## src/rtl/fetch_unit.sv

```systemverilog
// Instruction fetch stage: one outstanding imem request, 2-entry {instr, pc} buffer
// toward decode, and redirect handling that flushes the buffer and kills a stale response.
module fetch_unit #(
  parameter int unsigned     PC_W     = 16,
  parameter logic [PC_W-1:0] RESET_PC = '0
) (
  input  logic            clk,
  input  logic            rst_n,
  output logic            imem_req,
  output logic [PC_W-1:0] imem_addr,
  input  logic            imem_rvalid,
  input  logic [31:0]     imem_rdata,
  input  logic            redirect_valid,
  input  logic [PC_W-1:0] redirect_pc,
  output logic            dec_valid,
  output logic [31:0]     dec_instr,
  output logic [PC_W-1:0] dec_pc,
  input  logic            dec_ready
);

  typedef enum logic [1:0] {S_FETCH, S_WAIT, S_KILL} state_e;

  state_e          state_q, state_d;
  logic [PC_W-1:0] pc_q;
  logic [PC_W-1:0] req_pc_q;
  logic [31:0]     instr_q [2];
  logic [PC_W-1:0] epc_q   [2];
  logic            rd_ptr_q, wr_ptr_q;
  logic [1:0]      count_q;

  logic            push, pop, issue;
  logic [2:0]      proj_count;

  // Issue only when the buffer still has room after this cycle's push/pop.
  always_comb begin
    push       = rst_n && (state_q == S_WAIT) && imem_rvalid && !redirect_valid;
    pop        = (count_q != 2'd0) && dec_ready && !redirect_valid;
    proj_count = {1'b0, count_q} + {2'b00, push} - {2'b00, pop};
    issue      = rst_n && !redirect_valid &&
                 ((state_q == S_FETCH) || ((state_q == S_WAIT) && imem_rvalid)) &&
                 (proj_count < 3'd2);
  end

  always_ff @(posedge clk) begin
    if (!rst_n) state_q <= S_FETCH;
    else        state_q <= state_d;
  end

  always_comb begin
    state_d = state_q;
    if (redirect_valid) begin
      state_d = ((state_q != S_FETCH) && !imem_rvalid) ? S_KILL : S_FETCH;
    end else begin
      case (state_q)
        S_FETCH: if (issue)       state_d = S_WAIT;
        S_WAIT:  if (imem_rvalid) state_d = issue ? S_WAIT : S_FETCH;
        S_KILL:  if (imem_rvalid) state_d = S_FETCH;
        default:                  state_d = S_FETCH;
      endcase
    end
  end

  always_comb begin
    imem_req  = issue;
    imem_addr = pc_q;
    dec_valid = (count_q != 2'd0);
    dec_instr = instr_q[rd_ptr_q];
    dec_pc    = epc_q[rd_ptr_q];
  end

  // Redirect flushes by collapsing the write pointer onto the read pointer.
  always_ff @(posedge clk) begin
    if (!rst_n) begin
      pc_q     <= RESET_PC;
      req_pc_q <= '0;
      count_q  <= '0;
      rd_ptr_q <= 1'b0;
      wr_ptr_q <= 1'b0;
      for (int unsigned i = 0; i < 2; i++) begin
        instr_q[i] <= '0;
        epc_q[i]   <= '0;
      end
    end else if (redirect_valid) begin
      pc_q     <= redirect_pc;
      count_q  <= '0;
      wr_ptr_q <= rd_ptr_q;
    end else begin
      if (issue) begin
        req_pc_q <= pc_q;
        pc_q     <= pc_q + PC_W'(1);
      end
      if (push) begin
        instr_q[wr_ptr_q] <= imem_rdata;
        epc_q[wr_ptr_q]   <= req_pc_q;
        wr_ptr_q          <= ~wr_ptr_q;
      end
      if (pop) rd_ptr_q <= ~rd_ptr_q;
      count_q <= count_q + {1'b0, push} - {1'b0, pop};
    end
  end

endmodule

```

## config.mk

```make
export PLATFORM = sky130hd
export DESIGN_NAME = fetch_unit
export DESIGN_NICKNAME = d
export VERILOG_FILES = /design/src/rtl/fetch_unit.sv
export SDC_FILE = /design/constraint.sdc
export NUM_CORES = 1
export LEC_CHECK = 0
export ABC_AREA = 1
export CELL_PAD_IN_SITES_DETAIL_PLACEMENT = 1
export CELL_PAD_IN_SITES_GLOBAL_PLACEMENT = 2
export CORE_MARGIN = 5
export CORE_UTILIZATION = 29
export CTS_BUF_LIST = sky130_fd_sc_hd__clkbuf_16
export CTS_CLUSTER_DIAMETER = 60
export DETAILED_ROUTE_END_ITERATION = 12
export PLACE_DENSITY = 0.75
export RECOVER_POWER = 25
export SETUP_SLACK_MARGIN = 0.02
export SLEW_MARGIN = 10
export SYNTH_ARGS = -nofsm -noshare
export SYNTH_HDL_FRONTEND = slang
export SYNTH_SLANG_ARGS = --single-unit
```

## constraint.sdc

```tcl
create_clock -name clk -period 3.4 [get_ports clk]
set_clock_uncertainty 0.2 [all_clocks]
set_input_delay 0.68 -clock clk [delete_from_list [all_inputs] [get_ports clk]]
set_output_delay 0.68 -clock clk [all_outputs]
set_load 0.1 [all_outputs]
```

# Word-level counts from Yosys, hierarchy flattened
# Memories as Yosys holds them, arrays and structs flattened. A register that Yosys moved wholly into a read port is not among the register bits.
# Index checks and enable logic that the tools add are counted.
# totals
ff_bits,38
mem_bits_rw,96
input_bits,53
out_inout_bits,66
elab_cells,73
n_memories,2
# classes
add_sub_neg,5
n_lt_le_gt_ge,1
eq_ne,5
mux,26
bitwise_logic,4
n_reduce_logical,24
# memory_table
memory,words,word_bits,rd,rd_ports_with_merged_regs,write_ports,line,source
instr_q,2,32,1,1,2,26,logic [31:0] instr_q [2];
epc_q,2,16,1,1,2,27,logic [PC_W-1:0] epc_q [2];
# op_table
cell,count
two-way mux 16 bit,3
two-way mux 32 bit,1
OR reduction 32 bit,1
adder 16 x 1 -> 16 bit (second input constant),1
two-way mux 1 bit,16
OR reduction 16 bit,1
logical AND 1 bit,10
two-way mux 2 bit,5
!= test 3 bit (second input constant),3
nonzero test 2 bit,4
one-hot mux 2 bit (3 select lines),1
NOT 1 bit,4
AND reduction 2 bit,2
adder 2 x 1 -> 3 bit,1
less-than comparator 3 x 2 -> 1 bit (second input constant),1
AND reduction 3 bit,1
subtractor 3 x 1 -> 3 bit,1
adder 2 x 1 -> 2 bit,1
equality test 2 x 1 -> 1 bit (second input constant),1
equality test 2 bit (second input constant),1
zero test 1 bit,2
zero test 2 bit,1
OR reduction 2 bit,1
subtractor 2 x 1 -> 2 bit,1
logical OR 1 bit,1

# Logic depth before layout (Yosys ltp)
# Gate-level depths: netlist (run 1).
# depth
ltp_word,12
depth_mapped,19
ltp_nobuf,19

# Worst setup path before layout (run 1)
# Ideal clock, no wire load.
# synth_timing
path_kind,reg2out
startpoint,reg count_q[1]
endpoint,out imem_req
t_arrival_ps,2998
required_ps,2520
path_slack_ps,-478
stages_incl_launch_ff,15
n_path_buf,1
path_cell_list,dfxtp_1 -> nor2_1 -> inv_1 -> nand3_1 -> inv_1 -> ha_1 -> inv_1 -> ha_1 -> inv_1 -> fa_1 -> inv_1 -> nor2_2 -> nand2_1 -> nor2_4 -> buf_4
# synth_between
elab_chain_cells,6
elab_cells_between_ends,7
cone_classes,add/sub (2); order compare (1); reduce/logical (4)
# synth_rtl
item,line,source
"start, declared",29,logic [1:0] count_q;
"start signal, assigned",98,"count_q <= count_q + {1'b0, push} - {1'b0, pop};"
nonzero test 2 bit,--,
named net dec_valid,15,"output logic dec_valid,"
logical AND 1 bit (2 in series),37,pop = (count_q != 2'd0) && dec_ready && !redirect_valid;
subtractor 3 x 1 -> 3 bit,38,"proj_count = {1'b0, count_q} + {2'b00, push} - {2'b00, pop};"
less-than comparator 3 x 2 -> 1 bit,41,(proj_count < 3'd2);
logical AND 1 bit,40,((state_q == S_FETCH) || ((state_q == S_WAIT) && imem_rvalid)) &&
"end, declared",9,"output logic imem_req,"
# The timed path passes the listed nets, and every way through them passes these cells.

# Worst setup path after layout (run 1)
# layout_timing
startpoint,reg state_q[1]
endpoint,out imem_req
# layout_between
elab_chain_cells,8
elab_cells_between_ends,12
cone_classes,add/sub (2); order compare (1); eq/ne (1); reduce/logical (8)
# layout_rtl
item,line,source
"start, declared",23,"state_e state_q, state_d;"
"start signal, assigned",46,else state_q <= state_d;
equality test 2 x 1 -> 1 bit,"36, 40",
logical AND 1 bit (3 in series),36,push = rst_n && (state_q == S_WAIT) && imem_rvalid && !redirect_valid;
adder 2 x 1 -> 3 bit,38,
subtractor 3 x 1 -> 3 bit,38,
less-than comparator 3 x 2 -> 1 bit,41,
logical AND 1 bit (*),40,
# Mark *: on every way between the ends. The rest lies on a longest branch, timed or not.

==> results.cfg, run 1 <==
[synthesis]
yosysMostFrequentCell = nor2_1
synthTopCellsByCount = 115 x nor2_1, 96 x edfxtp_1, 84 x inv_1
synth_edf_count = 96
ys_types = 28
synth_top_cells_by_area = edfxtp_1 48%, dfxtp_1 13%, mux2_2 9.0%
yosysSeqAreaShare = 0.6123
ys.flop_type = edfxtp_1
syn_inst = 590
synthesis.area_mm2 = 0.005983
avgSynthCellArea_um2 = 10.14
synth_warnings = 0
yosys.area.top_type = edfxtp_1
synth_top_area_frac = 0.4818
yosys_register_bits = 135
synthArstFlopShare = 0
syn_nets = 647

[sta]
worstMarginPinSlew_ns = 0.6637
finalHoldViolCount = 0
period_share = 1.095
slew-limit-headroom = 0.5575
rsz0062_at_grt = true
slew_viol_final = 0
post-route-min-period_ns = 3.725
worst_slack_ns = -0.3247
max_freq_mhz = 268.5
setup_violations = 2
tns_ns = -0.3767
whs_ns = 0.2756

[hold_path]
hp-class = reg2reg

[grt]
antenna_found_initial = 0
grt.total_usage = 0.1382
grt_remaining_overflow = 0
grt_pass1_wl_mm = 26.27
met3_usage = 0.03991
met2_usage = 0.2317
grt_pass1_vias = 5040
use_met1 = 0.1771
busiest_layer = met2
grt_max_degree = 50

[cells_and_area]
area_growth_pct = 38.54
drive_gt1_frac = 0.2810
n_antenna_cell = 0
stdcell_area_mm2 = 0.008289
fillerInstances = 2301
nets = 802

[setup_path]
critPathRequiredTime_ns = 2.52
crit_family = adder cells
crit_path_frequent_cell = inv_2
startpoint_type = register
crit_fanout = 2
cp-end-kind = output port
critPathMaxStageDelay_ns = 0.51
crit_type = reg2out
path_buf_inv = 6
crit_path_cell_trace = inv_2, nand4_1, nor2_2, inv_1, ha_1, inv_1, ha_2, inv_2, fa_1, inv_2, nor2_4, nand2_2, nor2_4, buf_12
slowest_stage = fa_1
arrival_ns = 2.84

[power]
combPwrFrac = 0.147
leakage_nw = 3.485
pwr-share-clk = 0.426
power_density_mw_per_mm2 = 528.8
seqPwrFrac = 0.427
ir_worst_vdd_mv = 0.3105
p_sw_mw = 1.209
p_int_mw = 3.174
p_sw_frac = 0.2758

[cts]
numClockSinks = 135
clock_latency_ns = 0.41
clkTransAtPathRegs_ns = 0.06
cts_buffers = 17
htreeDepth = 4
cts_tree = yes
cts_buffer_depth = 2
cts_hold_buffers = 0
clockRootBuffer = clkbuf_16

[drt]
drt_iter0_drc = 160
dr.pass1.iters = 6
vias_per_cell = 4.464
drc_errors = 0
vias = 4589
antenna_left = 0
wl_mm = 16.30
wl_per_cell_um = 15.86

[flow_run]
drv_cap = 0

[die]
core_area_mm2 = 0.02030
rows = 52
ios = 119
die_w_um = 153.6
start_util = 0.2947
die_h_um = 153.6
die_area_mm2 = 0.02360

[placed_design]
placed_area_mm2 = 0.007458
gp_congestion = 0.7480
io_buffer_count = 118
place_hpwl_mm = 10.82

[run_status]
outcome = complete, but fails checks
failed_checks = negative setup slack
-- power groups by stage --
| stage | clock network (mW) | registers (mW) | logic (mW) |
|---|---|---|---|
| floorplan | 0 | 1.98 | 0.350 |
| global placement | 0 | 1.90 | 0.624 |
| detailed placement | 0 | 1.91 | 0.630 |
| CTS | 1.92 | 1.87 | 0.645 |
| global route | 2.00 | 1.88 | 0.679 |
| finish | 1.87 | 1.87 | 0.643 |
-- through the flow --
stage	cells	power (mW)	setup slack, ns	util
global placement	971	2.526	-0.6532	0.3674
global route	1028	4.562	-0.4275	0.4083
detailed placement	971	2.537	-0.7541	0.3674
finish	1028	4.383	-0.3247	0.4083
floorplan	590	2.331	-0.2372	-
CTS	1029	4.438	-0.3711	0.4069
-- cell usage in the layout, fill, tap and decap left out, types with 2 or more instances in the layout --
master	n
nor2_1	113
edfxtp_1	96
buf_4	96
inv_1	80
nand2_1	71
mux2_2	48
clkdlybuf4s50_1	48
dfxtp_1	35
a21oi_1	28
nand3_1	26
o21ai_0	20
clkbuf_16	17
buf_6	10
nand4_1	6
xor2_1	6
clkinv_4	5
buf_12	5
inv_2	4
dfxtp_2	4
nor2_4	3
clkinvlp_4	3
nand3_2	3
nand2_2	3
bufinv_16	3
a31oi_1	2
a21boi_0	2
a22oi_1	2
ha_1	2
inv_6	2
clkinv_1	2
buf_2	2
-- sequential cells by signal (all words and copies together), names as in the netlist, named ones only --
name and count:
imem_addr 16, req_pc_q 16, instr_q 64, epc_q 32, state_q 2, count_q 2, wr_ptr_q 1, rd_ptr_q 1
-- worst paths after layout --
kind	from	endpoint	slack [ns]	depth (start not counted)
max	state_q[1]	imem_req	-0.32	14
min	req_pc_q[0]	req_pc_q[0]	0.28	2
max reg2reg	state_q[1]	wr_ptr_q	-0.05	25
min reg2reg	req_pc_q[0]	req_pc_q[0]	0.28	2
-- cells by family after synthesis --
group	share of synthesized area
XOR/XNOR	0.01025
AO/OA/AOI/OAI	0.04851
adder cells (fa/ha/maj)	0.009620
AND/OR/NAND/NOR	0.1560
multiplexers	0.09034
buffers and inverters	0.07298
flip-flops	0.6123
-- per-layer routing --
metal	vias up	part of all wire
li1	2251	-
met3	11	0.045
met2	108	0.48
met1	2219	0.46
met5	-	0
met4	0	0.0062
-- worst reg2reg max path: cells and delay by family (launching register included) --
kind,cells,cell delay (ns)
buffers and inverters,22,2.47
AO/OA/AOI/OAI,1,0.07
AND/OR/NAND/NOR,2,0.21
flip-flops,1,0.33
-- area by class of cell --
cell class,count,area (µm²),area share
clock buffer,17,425.4,0.05132
inverter,85,322.8,0.03894
clock inverter,15,178.9,0.02158
multi-input combinational,343,1918,0.2314
timing repair buffer,163,1438,0.1734
tap,270,337.8,0.04075
sequential,135,3669,0.4426
-- repair_timing --
action	in CTS	in global routing
setup buffers	26	1
pin swaps	7	7
setup endpoints to repair	30	2
gates resized for setup	19	13
Note: power is estimated with default switching activity, not from simulation.
==> inputs of run 2 (changes only) <==
- CORE_MARGIN: 5 -> 3
==> results.cfg, run 2 (synthesis gave the netlist of run 1 again) <==
[die]
rows = 51
die_h_um = 149.6
die_area_mm2 = 0.02239
die_w_um = 149.6
core_area_mm2 = 0.01985
start_util = 0.3015
ios = 119

[sta]
worst_slack_ns = -0.2035
setup_violations = 1
slew-limit-headroom = 0.5320
post-route-min-period_ns = 3.603
rsz0062_at_grt = true
finalHoldViolCount = 0
period_share = 1.060
worstMarginPinSlew_ns = 0.7012
max_freq_mhz = 277.5
slew_viol_final = 0

[cells_and_area]
regMostFlops = instr_q
nets = 818
stdcell_area_mm2 = 0.008732
final_common_cell = nor2_1
n_antenna_cell = 0
drive_gt1_frac = 0.3282
largest_register_ffs = 64
area_growth_pct = 45.94
final_cell_mix = 113 x nor2_1, 103 x buf_4, 96 x edfxtp_1
reg_top3 = instr_q x64, epc_q x32

[placed_design]
gp_congestion = 0.7829
place_hpwl_mm = 10.51
place_ws_ns = -0.6825
io_buffer_count = 118
placed_area_mm2 = 0.007460

[grt]
grt.total_usage = 0.1497
use_met1 = 0.1861
antenna_found_initial = 0
met2_usage = 0.2554
grt_pass1_vias = 5141
grt_pass1_wl_mm = 26.04
met3_usage = 0.03876
grt_remaining_overflow = 0
grt_max_degree = 50
busiest_layer = met2

[setup_path]
cp-endpoint = imem_req
r2r_end = req_pc_q[13]
slowest_stage = fa_1
r2r_start = state_q[1]
ff2ff_setup_slack_ns = 0.03
cp-end-kind = output port
crit_path_cell_trace = buf_2, nand4_1, nor2_2, inv_2, ha_4, inv_2, ha_4, inv_2, fa_1, inv_2, nor2_4, nand2_2, nor2_4, buf_12
crit_start = imem_rvalid
crit_path_frequent_cell = inv_2
startpoint_type = primary input
critPathRequiredTime_ns = 2.52
critPathMaxStageDelay_ns = 0.53
r2r_cells = 21
arrival_ns = 2.72
crit_fanout = 2
crit_type = in2out

[drt]
antenna_left = 0
wl_per_cell_um = 17.27
vias_per_cell = 4.555
drc_errors = 0
dr.pass1.iters = 4
vias = 4733
drt_iter0_drc = 161
wl_mm = 17.95

[cts]
cts_buffer_depth = 2
clockRootBuffer = clkbuf_16
cts_hold_buffers = 0
numClockSinks = 135
clkTransAtPathRegs_ns = 0.05
htreeDepth = 4
cts_tree = yes
clock_latency_ns = 0.41
cts_buffers = 17

[power]
ir_worst_vdd_mv = 0.3254
p_total_mw = 4.462
power_density_mw_per_mm2 = 511.0
leakage_nw = 3.687

[run_status]
outcome = complete, but fails checks
failed_checks = negative setup slack

[hold_path]
hp-class = reg2reg

[flow_run]
drv_cap = 0
run 2: cell types whose count changed in the layout (fill, tap and decap cells not counted), sizes merged:
cell      previous run  this run
clkinvlp             3         1
bufinv               3         4
buf                113       122
clkbuf              18        25
clkinv               8        10
inv                 86        85
run 2: cell type report:
cell class	count	area [µm²]
clock buffers	17	425.4
clock inverters	15	186.4
fillers	2198	11110
inverters	85	325.3
multi-input cells	343	2041
flip-flops and latches	135	3675
well taps	265	331.6
repair buffers	179	1748
run 2: repair_timing:
| item | in CTS | in global routing |
|---|---|---|
| pin swaps | 7 | 18 |
| gates cloned | 0 | 13 |
| endpoints found under the setup margin | 5 | 130 |
| buffers inserted | 25 | 7 |
| resized for setup | 24 | 43 |
run 2: worst min path at each step:
stage,depth (start not counted),endpoint,startpoint
finish,2,req_pc_q[14],req_pc_q[14]
global route,2,req_pc_q[11],req_pc_q[11]
CTS,2,req_pc_q[7],req_pc_q[7]
detailed placement,2,req_pc_q[15],req_pc_q[15]
global placement,2,req_pc_q[7],req_pc_q[7]
floorplan,2,req_pc_q[0],req_pc_q[0]
run 2: power breakdown:
part	switching (mW)	total (mW)	internal [mW]
registers	0.0426	1.87	1.83
logic	0.474	0.688	0.214
clock network	0.685	1.90	1.22
run 2: per-stage QoR:
step                      cells  TNS [ns]    util  hold slack, ns
final                      1039   -0.2035  0.4400          0.2848
after global routing       1039    -1.263  0.4400          0.3081
after CTS                  1024    -7.946  0.4171          0.2871
after detailed placement    967    -12.21  0.3759          0.2749
after global placement      967    -9.919  0.3759          0.2674
after floorplan             590   -0.2372       -          0.2442
run 2: metal layers:
metal  up-vias  wire (µm)
met3        14        888
met5         -          0
li1       2280          -
met1      2317       7921
met4         0        170
met2       122       8967
run 2: worst max-delay path: cells and delay by family:
kind | cells | cell delay (ns)
fa+ha+maj | 3 | 0.87
simple gates | 5 | 0.66
buf+inv | 6 | 0.50
==> inputs of run 3 (changes only) <==
- SLEW_MARGIN: 10 -> 20
==> results of run 3 <==
No change in the layout: final DEF, timing and power equal those of run 2.
